**config.mk**
```make
export PLATFORM = sky130hd
export DESIGN_NAME = conv3x3_mac_flat
export DESIGN_NICKNAME = d
export VERILOG_FILES = /design/src/rtl/conv_pkg.sv /design/src/rtl/conv3x3_mac_if.sv /design/src/rtl/sat_round.sv /design/src/rtl/conv3x3_mac.sv /design/src/flat_wrapper.sv
export SDC_FILE = /design/constraint.sdc
export NUM_CORES = 1
export LEC_CHECK = 0
export BUFFER_PORTS_ARGS = -buffer_cell sky130_fd_sc_hd__clkbuf_2
export CORE_UTILIZATION = 60
export DETAILED_ROUTE_END_ITERATION = 10
export PLACE_DENSITY = 0.82
export SKIP_CTS_REPAIR_TIMING = 1
export SYNTH_ARGS = -nofsm -noshare
export SYNTH_HDL_FRONTEND = slang
export SYNTH_HIERARCHICAL = 1
export SYNTH_SLANG_ARGS = --single-unit
```
**constraint.sdc**
```tcl
create_clock -name clk -period 21.7 [get_ports clk]
set_input_delay 2.17 -clock clk [delete_from_list [all_inputs] [get_ports clk]]
set_output_delay 2.17 -clock clk [all_outputs]
set_load 0.005 [all_outputs]
```
**src/rtl/conv_pkg.sv**
```systemverilog
// Shared defaults, tap count and controller state encoding for conv3x3_mac.
package conv_pkg;

    localparam int DEF_DATA_WIDTH = 16;
    localparam int DEF_FRAC_BITS  = 10;
    localparam int DEF_ACC_WIDTH  = 36;
    localparam int TAPS           = 9;
    localparam int TAP_WIDTH      = $clog2(TAPS);

    typedef enum logic [1:0] {
        ACC,
        FIN,
        OUT
    } state_t;

endpackage

```
**src/rtl/conv3x3_mac_if.sv**
```systemverilog
// Pixel-in / result-out handshake bundle for conv3x3_mac.
// master = upstream pixel source and downstream result sink; slave = the MAC.
interface conv3x3_mac_if #(
    parameter int DATA_WIDTH = 16
);
    logic [DATA_WIDTH-1:0] pix_in;
    logic                  pix_valid;
    logic                  pix_ready;
    logic [DATA_WIDTH-1:0] res_out;
    logic                  res_valid;
    logic                  res_ready;

    modport master (
        output pix_in, pix_valid, res_ready,
        input  pix_ready, res_out, res_valid
    );

    modport slave (
        input  pix_in, pix_valid, res_ready,
        output pix_ready, res_out, res_valid
    );
endinterface

```
**src/rtl/sat_round.sv**
```systemverilog
// Combinational output stage: round half up, drop the fraction, saturate to
// DATA_WIDTH signed. Defining CONV3X3_RELU_EN also clamps negatives to zero.
module sat_round
    import conv_pkg::*;
#(
    parameter int DATA_WIDTH = DEF_DATA_WIDTH,
    parameter int FRAC_BITS  = DEF_FRAC_BITS,
    parameter int ACC_WIDTH  = DEF_ACC_WIDTH
) (
    input  logic signed [ACC_WIDTH-1:0]  sum,
    output logic        [DATA_WIDTH-1:0] res
);
    // One guard bit so adding the rounding constant cannot overflow.
    localparam int RW = ACC_WIDTH + 1;

    logic signed [RW-1:0] half;
    logic signed [RW-1:0] rounded;
    logic signed [RW-1:0] shifted;
    logic signed [RW-1:0] max_v;
    logic signed [RW-1:0] min_v;

    // Round, shift and clamp to the representable output range.
    always_comb begin
        half                    = '0;
        half[FRAC_BITS-1]       = 1'b1;
        max_v                   = '0;
        max_v[DATA_WIDTH-2:0]   = '1;
        min_v                   = '1;
        min_v[DATA_WIDTH-2:0]   = '0;
        rounded                 = {sum[ACC_WIDTH-1], sum} + half;
        shifted                 = rounded >>> FRAC_BITS;
        if (shifted > max_v) begin
            res = max_v[DATA_WIDTH-1:0];
        end else if (shifted < min_v) begin
            res = min_v[DATA_WIDTH-1:0];
        end else begin
            res = shifted[DATA_WIDTH-1:0];
        end
`ifdef CONV3X3_RELU_EN
        if (res[DATA_WIDTH-1]) begin
            res = '0;
        end
`else
`endif
    end
endmodule

```
**src/rtl/conv3x3_mac.sv**
```systemverilog
// 3x3 convolution multiply-accumulate: takes 9 window pixels in raster order,
// adds bias, rounds/saturates and presents one Q6.10 result per window.
// Optional feature macro: CONV3X3_RELU_EN (ReLU on the result, in sat_round).
module conv3x3_mac
    import conv_pkg::*;
#(
    parameter int DATA_WIDTH = DEF_DATA_WIDTH,
    parameter int FRAC_BITS  = DEF_FRAC_BITS,
    parameter int ACC_WIDTH  = DEF_ACC_WIDTH
) (
    input  logic                  clk,
    input  logic                  rst,
    input  logic [DATA_WIDTH-1:0] w0,
    input  logic [DATA_WIDTH-1:0] w1,
    input  logic [DATA_WIDTH-1:0] w2,
    input  logic [DATA_WIDTH-1:0] w3,
    input  logic [DATA_WIDTH-1:0] w4,
    input  logic [DATA_WIDTH-1:0] w5,
    input  logic [DATA_WIDTH-1:0] w6,
    input  logic [DATA_WIDTH-1:0] w7,
    input  logic [DATA_WIDTH-1:0] w8,
    input  logic [DATA_WIDTH-1:0] bias,
    conv3x3_mac_if.slave          stream,
    output logic                  busy
);
    localparam int PW = 2 * DATA_WIDTH;

    state_t                  state;
    state_t                  state_next;
    logic [TAP_WIDTH-1:0]    tap;
    logic signed [ACC_WIDTH-1:0] acc;
    logic signed [ACC_WIDTH-1:0] sum;
    logic [DATA_WIDTH-1:0]   wsel;
    logic signed [PW-1:0]    prod;
    logic [DATA_WIDTH-1:0]   res_next;
    logic [DATA_WIDTH-1:0]   res_q;
    logic                    accept;
    logic                    res_take;

    assign accept   = stream.pix_valid && stream.pix_ready;
    assign res_take = stream.res_valid && stream.res_ready;
    assign stream.res_out = res_q;

    // Weight for the current tap; weights are read live, never stored.
    always_comb begin
        unique case (tap)
            4'd0:    wsel = w0;
            4'd1:    wsel = w1;
            4'd2:    wsel = w2;
            4'd3:    wsel = w3;
            4'd4:    wsel = w4;
            4'd5:    wsel = w5;
            4'd6:    wsel = w6;
            4'd7:    wsel = w7;
            4'd8:    wsel = w8;
            default: wsel = '0;
        endcase
        prod = $signed(stream.pix_in) * $signed(wsel);
        sum  = acc + {{(ACC_WIDTH-DATA_WIDTH-FRAC_BITS){bias[DATA_WIDTH-1]}},
                      bias, {FRAC_BITS{1'b0}}};
    end

    sat_round #(
        .DATA_WIDTH (DATA_WIDTH),
        .FRAC_BITS  (FRAC_BITS),
        .ACC_WIDTH  (ACC_WIDTH)
    ) u_sat_round (
        .sum (sum),
        .res (res_next)
    );

    // State register.
    always_ff @(posedge clk or posedge rst) begin
        if (rst) state <= ACC;
        else     state <= state_next;
    end

    // Next-state logic.
    always_comb begin
        state_next = state;
        unique case (state)
            ACC: if (accept && tap == TAP_WIDTH'(TAPS - 1)) state_next = FIN;
            FIN: state_next = OUT;
            OUT: if (res_take) state_next = ACC;
            default: state_next = ACC;
        endcase
    end

    // Handshake and status outputs decoded from state.
    always_comb begin
        stream.pix_ready = (state == ACC);
        stream.res_valid = (state == OUT);
        busy             = !(state == ACC && tap == '0);
    end

    // Accumulator, tap counter and result register.
    always_ff @(posedge clk or posedge rst) begin
        if (rst) begin
            tap   <= '0;
            acc   <= '0;
            res_q <= '0;
        end else begin
            if (state == ACC && accept) begin
                acc <= acc + {{(ACC_WIDTH-PW){prod[PW-1]}}, prod};
                tap <= (tap == TAP_WIDTH'(TAPS - 1)) ? '0 : tap + 1'b1;
            end
            if (state == FIN) begin
                res_q <= res_next;
            end
            if (state == OUT && res_take) begin
                acc <= '0;
            end
        end
    end
endmodule

```
**src/flat_wrapper.sv**
```systemverilog
// flat-port wrapper written by rule: the top's interface ports become plain ports
module conv3x3_mac_flat import conv_pkg::*;
#(
    parameter int DATA_WIDTH = DEF_DATA_WIDTH,
    parameter int FRAC_BITS  = DEF_FRAC_BITS,
    parameter int ACC_WIDTH  = DEF_ACC_WIDTH
)
  (clk, rst, w0, w1, w2, w3, w4, w5, w6, w7, w8, bias, busy, stream_pix_in, stream_pix_valid, stream_res_ready, stream_pix_ready, stream_res_out, stream_res_valid);
  conv3x3_mac_if #(.DATA_WIDTH(DATA_WIDTH)) stream_i ();
  input  logic clk;
  input  logic rst;
  input  logic [DATA_WIDTH-1:0] w0;
  input  logic [DATA_WIDTH-1:0] w1;
  input  logic [DATA_WIDTH-1:0] w2;
  input  logic [DATA_WIDTH-1:0] w3;
  input  logic [DATA_WIDTH-1:0] w4;
  input  logic [DATA_WIDTH-1:0] w5;
  input  logic [DATA_WIDTH-1:0] w6;
  input  logic [DATA_WIDTH-1:0] w7;
  input  logic [DATA_WIDTH-1:0] w8;
  input  logic [DATA_WIDTH-1:0] bias;
  output logic busy;
  input wire logic [$bits(stream_i.pix_in)-1:0] stream_pix_in;
  input wire logic [$bits(stream_i.pix_valid)-1:0] stream_pix_valid;
  input wire logic [$bits(stream_i.res_ready)-1:0] stream_res_ready;
  output wire logic [$bits(stream_i.pix_ready)-1:0] stream_pix_ready;
  output wire logic [$bits(stream_i.res_out)-1:0] stream_res_out;
  output wire logic [$bits(stream_i.res_valid)-1:0] stream_res_valid;
  assign stream_i.pix_in = stream_pix_in;
  assign stream_i.pix_valid = stream_pix_valid;
  assign stream_i.res_ready = stream_res_ready;
  assign stream_pix_ready = stream_i.pix_ready;
  assign stream_res_out = stream_i.res_out;
  assign stream_res_valid = stream_i.res_valid;
  conv3x3_mac #(.DATA_WIDTH(DATA_WIDTH), .FRAC_BITS(FRAC_BITS), .ACC_WIDTH(ACC_WIDTH)) u_core (.clk(clk), .rst(rst), .w0(w0), .w1(w1), .w2(w2), .w3(w3), .w4(w4), .w5(w5), .w6(w6), .w7(w7), .w8(w8), .bias(bias), .stream(stream_i), .busy(busy));
endmodule
```
==> impl_metrics.toml <==
[run_status]
status = "finished, final reports clean"

[logic_synthesis]
yosys-top-cells-area = "fa_1 32%, ha_1 11%, dfrtp_1 8.7%"
yosysMostFrequentCell = "inv_1"
synthCells = 1902
ys_warn_count = 6
async_reset_ff_share_pct = 100
synth_edf_count = 0
synth_cell_types = 82
avgSynthCellArea_sq_um = 8.75
yosysSeqAreaShare_pct = 8.72
syn_area_sq_mm = 0.0166
synth_top_area_cell = "fa_1"
yosys.area.top_type_share_pct = 31.9
syn_nets = 2493
ys_ff_latch = 58
synthTopCellsByCount = "352 x inv_1, 265 x fa_1, 166 x nand2_1"
synth-main-ff-cell = "dfrtp_1"

[floorplanning]
start_util_pct = 61.4
num_io_pins = 199
die_w_um = 169
die_y_um = 169
num_rows = 60
die_area_sq_mm = 0.0284
core_sq_mm = 0.0271

[grt]
grt_usage_pct = 33.1
antenna_found_initial = 0
grt_pass1_vias = 15000
grt_overflow = 0
grt_pass1_wl_mm = 73.4
grt_max_degree = 59

[worst_setup_path]
cpMostUsedCell = "fa_1"
path_class = "input pin to register"
cp_max_fo = 16
end_kind = "register"
slowest_delay_ns = 1.01
cp_data_arrival_time_ns = 11.71
critical_path.startpoint_type = "input pin"
critPathSlowestCell = "a221oi_2"
worstRegToRegCells = 36
required_ns = 21.96

[final_layout]
diodes = 0
fin_nets = 2653
drive_above_1_share_pct = 14.4
nFillCells = 2169
syn2layout_area_growth_pct = 9.77

[sta]
final.setup.tns_ns = 0
post-route-min-period_ns = 11.44
fin_crit_sh_pct = 52.7
tightest_slew_ns = 1.34
fmax_ghz = 0.0874
slew_headroom_pct = 10.6
drv_slew = 0
hold_viol_final = 0
finalClockSkew_ns = 0.00627
rsz0062_at_grt = "false"
finalSetupViolCount = 0

[detailed_routing]
drt-initial-drc-count = 1028
wl_mm = 45.4
viasPerCell = 5.88
avgRoutedWirePerCell_um = 18.6
ant_nets = 0
drc = 0
vias = 14300
drt_first_pass_iters = 7

[place]
place_congestion = 0.912
portBuffers = 198
hpwl_mm = 36.6

[clock_tree]
cts_buffers = 9
cts-root-buf = "clkbuf_16"
clk_pin_slew_ns = 0.06
tritoncts = "built"
cts.sinks = 58
htree_levels = 3
clock_latency_ns = 0.33
cts.path.max_buffers = 2

[job]
maxCapViolations = 0

[hold_path]
hold_depth = 2
min_path_type = "register to register"
==> flip-flops by register name (all words and copies together) (netlist names) <==
signal                 cells
u_core/tap                 4
u_core/acc                36
u_core/state               2
u_core/stream.res_out     16
==> critical path, delay by kind of cell <==
kind | cells | cell delay (ns)
simple gates | 5 | 1.07
xor+xnor | 2 | 0.61
buf+inv | 5 | 0.70
compound gates | 13 | 3.26
fa+ha+maj | 8 | 3.91
==> path summary, 6_finish.rpt <==
check                         startpoint              to  slack [ns]
min                        u_core/acc[2]   u_core/acc[2]        0.49
min reg2reg                u_core/acc[2]   u_core/acc[2]        0.49
max reg2reg                u_core/tap[0]  u_core/acc[35]       10.99
max in group asynchronous            rst  u_core/acc[24]       19.12
min in group asynchronous            rst   u_core/acc[6]        2.05
max                                w8[5]  u_core/acc[35]       10.26
==> stage by stage <==
step / worst slack [ns] / cells / utilization (%) / hold slack [ns] / area, sq um
global placement: 10.29 / 2423 / 66.3 / 0.468 / 18000
detailed placement: 10.01 / 2423 / 66.3 / 0.479 / 18000
CTS: 10.35 / 2438 / 67.4 / 0.491 / 18300
floorplan: 11.13 / 1902 / - / 0.455 / 16600
finish: 10.26 / 2438 / 67.4 / 0.492 / 18300
global route: 9.65 / 2438 / 67.4 / 0.512 / 18300
==> final cells by class <==
cell class | count | area, sq um | share of cell area, %
multi-input cells | 1425 | 13600 | 74.6
clock buffers | 9 | 225 | 1.23
flip-flops and latches | 58 | 1450 | 7.95
inverters | 352 | 1320 | 7.23
repair buffers | 216 | 1130 | 6.17
clock inverters | 6 | 58.8 | 0.322
well taps | 372 | 465 | 2.55
==> layout by cell type (no fill, tap or decap), types with 13 or more instances in the layout <==
cell and count:
a22oi_1 24, xor2_1 35, buf_4 18, xnor2_1 71
mux2_2 17, nand2_1 166, a221oi_1 13, a21o_1 39
a22o_1 15, ha_1 146, nor3_1 15, o21a_1 14
nand2b_1 37, a21oi_1 75, o21ai_0 58, clkbuf_2 198
nand3_1 34, dfrtp_1 58, inv_1 351, and2_1 27
nor2_1 57, nor2b_1 132, fa_1 265, o21ai_1 20
==> per-layer routing <==
metal	track usage (%)	wire length [um]	vias to the layer above
met4	15.3	2210	0
met5	0	0	-
met3	5.17	3080	152
met2	57.9	22600	635
met1	40.3	17500	7053
li1	-	-	6488
==> cell families after synthesis <==
kind of cell | count (synthesis) | share of synthesized area [%]
and+or+nand+nor | 529 | 16.5
buffers and inverters | 419 | 9.60
adders and majority gates | 411 | 42.9
AOI/OAI and AO/OA | 357 | 15.2
xor gates and xnor gates | 107 | 5.71
DFF | 58 | 8.72
muxes | 21 | 1.40
Power is not shown: default switching activity piles up to over one toggle a cycle in this logic, so the estimate is an artifact.
